`src/rtl/spart_pkg.sv`:
```
// Shared SPART definitions: receiver/transmitter state encoding, bit timing
// constants and the 3-sample vote helper.
package spart_pkg;

    typedef enum logic [1:0] {
        IDLE,
        START,
        DATA,
        STOP
    } rx_state_t;

    localparam int unsigned OVERSAMPLE  = 16;
    localparam int unsigned VOTE_FIRST  = 7;
    localparam int unsigned VOTE_LAST   = 9;
    localparam int unsigned STOP_BIT    = 9;
    localparam logic [15:0] DEFAULT_DIV = 16'd163;

    function automatic logic majority3(input logic a, input logic b, input logic c);
        return (a & b) | (a & c) | (b & c);
    endfunction

endpackage

```
`src/rtl/spart_baud_tick.sv`:
```
// Baud tick generator: 16-bit down-counter that pulses tick every div clocks
// and restarts its period on load.
module spart_baud_tick (
    input  logic        clk,
    input  logic        rst,
    input  logic        load,
    input  logic [15:0] div,
    output logic        tick
);

    logic [15:0] cnt;

    // A load restarts the period, so a coincident terminal count is not a tick.
    assign tick = !load && (cnt == '0);

    always_ff @(posedge clk or negedge rst) begin
        if (!rst) begin
            cnt <= '0;
        end else if (load || (cnt == '0)) begin
            cnt <= div - 16'd1;
        end else begin
            cnt <= cnt - 16'd1;
        end
    end

endmodule

```
`src/rtl/spart_rx_core.sv`:
```
// SPART serial receive engine: 16x oversampled 8N1 receiver with majority
// voting, framing/overrun detection and a single-entry valid/ready output.
module spart_rx_core #(
    parameter logic [15:0] DEFAULT_DIV = 16'd163,
    parameter int unsigned OVERSAMPLE  = 16
) (
    input  logic        clk,
    input  logic        rst,
    input  logic        rxd,
    input  logic [15:0] brg_div,
    output logic [7:0]  rx_data,
    output logic        rx_valid,
    input  logic        rx_ready,
    output logic        frame_err,
    output logic        overrun,
    output logic        rx_busy
);

    import spart_pkg::*;

    rx_state_t   state, state_nxt;
    logic        rxd_m, rxd_s, rxd_d, armed;
    logic        start_det, tick, decide, maj;
    logic        s_first, s_mid;
    logic [15:0] div_q, div_new, div_use;
    logic [7:0]  tick_cnt, tick_num, phase, bit_n;
    logic [7:0]  shift_reg;
    logic        shift_en, deliver, ferr_now;

    always_ff @(posedge clk or negedge rst) begin
        if (!rst) begin
            rxd_m <= 1'b0;
            rxd_s <= 1'b0;
            rxd_d <= 1'b0;
            armed <= 1'b0;
        end else begin
            rxd_m <= rxd;
            rxd_s <= rxd_m;
            rxd_d <= rxd_s;
            armed <= armed | rxd_s;
        end
    end

    assign start_det = (state == IDLE) && armed && rxd_d && !rxd_s;
    assign div_new   = (brg_div == '0) ? DEFAULT_DIV : brg_div;
    // The counter must see the new divisor in the same cycle it is latched.
    assign div_use   = start_det ? div_new : div_q;

    spart_baud_tick u_baud_tick (
        .clk  (clk),
        .rst  (rst),
        .load (start_det),
        .div  (div_use),
        .tick (tick)
    );

    // tick_num is the index of the tick being acted on this cycle.
    assign tick_num = tick_cnt + 8'd1;
    assign phase    = tick_num % 8'(OVERSAMPLE);
    assign bit_n    = tick_num / 8'(OVERSAMPLE);
    assign decide   = tick && (state != IDLE) && (phase == 8'(VOTE_LAST));
    assign maj      = majority3(s_first, s_mid, rxd_s);
    assign rx_busy  = (state != IDLE);

    always_ff @(posedge clk or negedge rst) begin
        if (!rst) begin
            div_q    <= '0;
            tick_cnt <= '0;
            s_first  <= 1'b0;
            s_mid    <= 1'b0;
        end else begin
            if (start_det) begin
                div_q    <= div_new;
                tick_cnt <= '0;
            end else if (tick && (state != IDLE)) begin
                tick_cnt <= tick_num;
                if (phase == 8'(VOTE_FIRST)) s_first <= rxd_s;
                if (phase == 8'(VOTE_FIRST + 1)) s_mid <= rxd_s;
            end
        end
    end

    always_ff @(posedge clk or negedge rst) begin
        if (!rst) state <= IDLE;
        else      state <= state_nxt;
    end

    always_comb begin
        state_nxt = state;
        shift_en  = 1'b0;
        deliver   = 1'b0;
        ferr_now  = 1'b0;
        unique case (state)
            IDLE: begin
                if (start_det) state_nxt = START;
            end
            START: begin
                if (decide) state_nxt = maj ? IDLE : DATA;
            end
            DATA: begin
                if (decide) begin
                    shift_en = 1'b1;
                    if (bit_n == 8'(STOP_BIT - 1)) state_nxt = STOP;
                end
            end
            STOP: begin
                if (decide) begin
                    state_nxt = IDLE;
                    deliver   = maj;
                    ferr_now  = !maj;
                end
            end
            default: state_nxt = IDLE;
        endcase
    end

    // Right shift fills LSB-first: after eight data bits bit n-1 sits at [n-1].
    always_ff @(posedge clk or negedge rst) begin
        if (!rst) shift_reg <= '0;
        else if (shift_en) shift_reg <= {maj, shift_reg[7:1]};
    end

    always_ff @(posedge clk or negedge rst) begin
        if (!rst) begin
            rx_data   <= '0;
            rx_valid  <= 1'b0;
            frame_err <= 1'b0;
            overrun   <= 1'b0;
        end else begin
            frame_err <= ferr_now;
            overrun   <= deliver && rx_valid && !rx_ready;
            if (deliver && (!rx_valid || rx_ready)) begin
                rx_data  <= shift_reg;
                rx_valid <= 1'b1;
            end else if (rx_valid && rx_ready) begin
                rx_valid <= 1'b0;
            end
        end
    end

endmodule

```
`config.mk`:
```
export PLATFORM = sky130hd
export DESIGN_NAME = spart_rx_core
export DESIGN_NICKNAME = d
export VERILOG_FILES = /design/src/rtl/spart_pkg.sv /design/src/rtl/spart_baud_tick.sv /design/src/rtl/spart_rx_core.sv
export SDC_FILE = /design/constraint.sdc
export NUM_CORES = 1
export LEC_CHECK = 0
export BUFFER_PORTS_ARGS = -buffer_cell sky130_fd_sc_hd__buf_2
export CAP_MARGIN = 20
export CORE_MARGIN = 1
export CORE_UTILIZATION = 30
export DETAILED_ROUTE_END_ITERATION = 8
export HOLD_SLACK_MARGIN = 0.1
export SLEW_MARGIN = 20
export SYNTH_ARGS = -nofsm -noshare
export SYNTH_HDL_FRONTEND = slang
export SYNTH_SLANG_ARGS = --single-unit
```
`constraint.sdc`:
```
create_clock -name clk -period 3.95 [get_ports clk]
set_clock_uncertainty 0.15 [all_clocks]
set_input_delay 0.395 -clock clk [delete_from_list [all_inputs] [get_ports clk]]
set_output_delay 0.395 -clock clk [all_outputs]
set_load 0.02 [all_outputs]
```
Word level (Yosys, flattened, before mapping)
Index checks and enable logic that the tools add are counted.

Output and inout bits: 12. Flip-flop bits (word level): 67. Word-level logic and storage cells: 83. Input bits: 20.

Reduce and logical (&&, ||, !) cells: 26. Multiplexer cells: 20. Eq/ne operators: 12. $add $sub $neg: 3. Bitwise logic cells: 7.

Operator list (count): $mux W16 (3); $logic_not A16 Y1 (2); $sub A16 B1 Y16 const B (2); $mux W8 (2); $eq A4 B4 Y1 const B (3); $mux W2 (6); $logic_and A1 B1 Y1 (10); $add A8 B1 Y8 const B (1); $mux W1 (8); $ne A2 B2 Y1 const B (4); $pmux W2 S4 (1); $reduce_and A3 Y1 (2); $reduce_bool A2 Y1 (3); $logic_not A1 Y1 (5); $reduce_and A5 Y1 (1); $eq A2 B2 Y1 const B (2); $eq A4 B3 Y1 const B (1); $and A1 B1 Y1 (3); $or A1 B1 Y1 (3); $eq A2 B1 Y1 const B (1); $logic_not A2 Y1 (1); $logic_or A1 B1 Y1 (2); $ne A2 B1 Y1 const B (1); $not A1 Y1 (1).

Depth between registers and ports, before layout
Depth in word-level cells: 12. Mapped depth: 10. Mapped depth without buffers: 9.

By module
Synthesis repeated with hierarchy kept, for this count alone.

Cell total of the unflattened synthesis: 342. Area total of the unflattened synthesis: 3542.1 um2.

By module, submodules not included: spart_rx_core (area an instance 2341.0 um2, cells each 209, instances 1); spart_baud_tick (area an instance 1201.2 um2, cells each 133, instances 1).

Worst setup path after synthesis
No wires, ideal clock.

Path kind: register to register. Start: register u_baud_tick.cnt[11]. End: register rx_data[0]. Arrival: 2347 ps. Cell stages (with the launch flop): 11. Setup time: 125 ps. Path slack: 1328 ps. Required time: 3675 ps. Cells stage by stage: dfrtp_1 nor4_2 nand4_2 or3_1 buf_6 a21oi_4 and2_4 nand4_4 nor2b_2 buf_6 mux2_4.

Cells in the longest elaborated chain, start to end: 7.

Ends and longest elaborated chain: start, declared (RTL line spart_baud_tick.sv:11) `logic [15:0] cnt;`; start signal, assigned (RTL line spart_baud_tick.sv:20) `cnt <= div - 16'd1;`; start signal, assigned (RTL line spart_baud_tick.sv:22) `cnt <= cnt - 16'd1;`; $logic_not A16 Y1 (RTL line spart_baud_tick.sv:14) `assign tick = !load && (cnt == '0);`; $logic_and A1 B1 Y1 (RTL line spart_baud_tick.sv:14); $logic_and A1 B1 Y1 (2 in series) (RTL line spart_rx_core.sv:61) `assign decide = tick && (state != IDLE) && (phase == 8'(VOTE_LAST));`; $mux W1 (RTL line spart_rx_core.sv:107) `if (decide) begin`; $mux W1 (RTL line spart_rx_core.sv:93) `unique case (state)`; $logic_and A1 B1 Y1 (RTL line spart_rx_core.sv:132) `if (deliver && (!rx_valid || rx_ready)) begin`; end signal, assigned (RTL line spart_rx_core.sv:133) `rx_data <= shift_reg;`; end, declared (RTL line spart_rx_core.sv:11) `output logic [7:0] rx_data,`.

Every way passes these cells. A chain may end at the register's enable or synchronous reset.

Worst setup path in the final report
Start: register u_baud_tick.cnt[11]. End: register rx_data[6].

The elaborated chain is that of the path after synthesis.

==> qor.csv <==
metric,value,unit
status,finished clean,
p_per_area,528,nW/µm²
vias,2309,
layout-drive-gt1-share,26.2,%
grt_max_degree,46,
dr_wl_met3,244,µm
worst-slew-pin-transition,0.685,ns
top_layer_used,met4,
synth_top_area_share,50.4,%
chipWidth,107,µm
yosysMostFrequentCell,dfrtp_1,
synthTopCellsByCount,"67 x dfrtp_1, 43 x nand2_1, 20 x o21ai_0, 18 x nor2_1",
syn_area_per_cell,11.1,µm²
instances_no_fill,484,
async_flop_share,100,%
maxCapViolCount,0,
ctsResizeCount,0,
fill_cells,1088,
worstPathCellList,nor4_2 -> nand4_2 -> or3_1 -> a21oi_4 -> and2_4 -> nand4_4 -> nor2b_2 -> mux2_4,
fin_area,3840,µm²
cp-end-kind,flop,
report.final.slew_viol_count,0,
grt_usage,12.6,%
ys_seq_elements,67,
fp-row-count,38,
seq_area_frac_synth,50.4,%
cp.required,4.03,ns
dp_hpwl,4710,µm
final_antenna_net_count,0,
r2r-start,u_baud_tick.cnt[11],
max-slew-margin-rel,53.9,%
first_pass_iters,4,
io_pins,32,
htree_levels,3,
root_buffer,clkbuf_8,
period_needed,3.23,ns
dpl_cell_area,3630,µm²
path_class,flop to flop,
setup_viol,0,
drt_iter0_drc,93,
reg2reg_depth,8,
yosysTopAreaCell,dfrtp_1,
cp_max_fo,16,
dp_cells,466,
ys_warn_count,0,
fmax,310,MHz
hp-class,input port to flop,
synth_edf_count,0,
vdd_ir_drop_max,0.000236,V
reg2reg_to,rx_data[6],
slowest_stage,or3_1,
final_hold_viol_count,0,
clkLatencyLatePin,0.34,ns
finalPower,2.03,mW
core,10800,µm²
cts_buffers,9,
grt_overflow,0,
viasPerCell,4.77,
insertedDiodeCount,0,
cts_num_sinks,67,
cp_top_family,simple AND/OR/NAND/NOR gates,
holdPathStages,3,
path_buf_inv,0,
grt_pass1_vias,2300,
clockBufferDepth,2,
reg.largest.list,"div_q: 16 flops, u_baud_tick.cnt: 16 flops",
min_period_over_period,81.7,%
final_nets,364,
antenna_found_initial,0,
min_to,div_q[13],
rsz0062_at_grt,no,
routedWlPerCell,13.5,µm
cts.clk_slew.worst_paths,0.08,ns
gp_congestion,0.846,
syn-num-nets,326,
drc,0,
die-area,11500,µm²
start_util,30.7,%
syn-cell-area,3330,µm²
area_growth,15.4,%
finalSetupTns,0,ns
r2r_setup_slack,0.72,ns
met1_length,3100,µm
start_kind,flop,
dieHeight,107,µm
synth.area.top_cells,"dfrtp_1 50%, nand2_1 4.9%, mux2_4 4.5%",
min_from,brg_div[13],
synth_ff_type,dfrtp_1,
cp.arrival,3.30,ns
yosysUniqueCellTypes,54,
synthCells,301,
slowest_delay,0.65,ns
met2_length,3150,µm
routed_wl,6550,µm
power_leakage,1.74,nW
cts_tree,done,
grt_pass1_wl,11200,µm
io_buffer_count,31,
-- per-layer routing --
metal  up-vias  GRT usage [%]
li1       1128              -
met1      1131           15.8
met2        44           20.9
met3         6           3.63
met4         0           4.11
met5         -              0
-- worst max path at each step --
stage | from | slack, ns | cells past startpoint | endpoint
after floorplan | u_baud_tick.cnt[11] | 1.33 | 10 | rx_data[0]
after global placement | u_baud_tick.cnt[11] | 0.82 | 8 | rx_data[2]
after detailed placement | u_baud_tick.cnt[11] | 0.71 | 8 | rx_data[5]
after CTS | u_baud_tick.cnt[11] | 0.69 | 8 | rx_data[6]
after global routing | u_baud_tick.cnt[11] | 0.51 | 8 | rx_data[3]
final | u_baud_tick.cnt[11] | 0.72 | 8 | rx_data[6]
-- tightest hold or removal path, cell delays in order --
cell and delay, ns:
buf_2 0.09, nand2_1 0.05, nand2_1 0.07
-- area by class of cell --
type,count,area (µm²),area share [%]
multi-input cells,216,1560,40.7
well taps,140,175,4.56
clock buffers,9,124,3.23
flip-flops and latches,67,1680,43.7
repair buffers,36,198,5.15
clock inverters,7,68.8,1.79
inverters,9,33.8,0.880
-- cell usage in the layout, fill, tap and decap left out, types with 2 or more instances in the layout --
master and n:
xor2_1 4, clkbuf_8 9, nor2b_1 2, nor3_1 9, dfrtp_1 67, buf_4 3
a31oi_1 2, mux2i_1 13, o21ai_0 20, o22a_1 2, nor2_1 18, dlygate4sd3_1 2
mux2_4 10, mux2_2 13, or3_1 6, xnor2_1 12, nand2_1 43, a21oi_1 5
buf_2 31, nand3_1 11, or2_2 2, o41ai_1 2, o31ai_1 3, ha_1 5
and3_1 3, nor4_1 2, nand2b_1 3, clkinvlp_4 2, clkinv_2 3, inv_1 9
-- timing repair --
action,in CTS,in global routing
setup buffers,0,0
endpoints found under the hold margin,23,0
hold buffers,2,0
-- power breakdown --
group	internal (mW)	leakage [nW]	total [mW]	switching (mW)
Clock	0.289	0.0950	0.561	0.273
Sequential	0.853	0.848	0.960	0.107
Combinational	0.220	0.793	0.505	0.284
Total	1.36	1.74	2.03	0.664
-- cell families after synthesis --
kind of cell               after synthesis  synth area share (%)
buffers and inverters                   18                  2.71
adders and majority gates                6                  2.18
DFF                                     67                  50.4
AOI/OAI and AO/OA                       43                  8.69
muxes                                   36                  12.8
xor gates and xnor gates                16                  4.21
and+or+nand+nor                        115                  19.0
-- metrics by stage --
| step | setup WS (ns) | util [%] | hold slack (ns) |
|---|---|---|---|
| finish | 0.724 | 35.4 | 0.141 |
| CTS | 0.693 | 35.4 | 0.129 |
| global placement | 0.817 | 33.5 | 0.187 |
| global route | 0.506 | 35.4 | 0.136 |
| floorplan | 1.33 | - | -0.0506 |
| detailed placement | 0.709 | 33.5 | 0.186 |
Power figures use the tool's default switching activity.
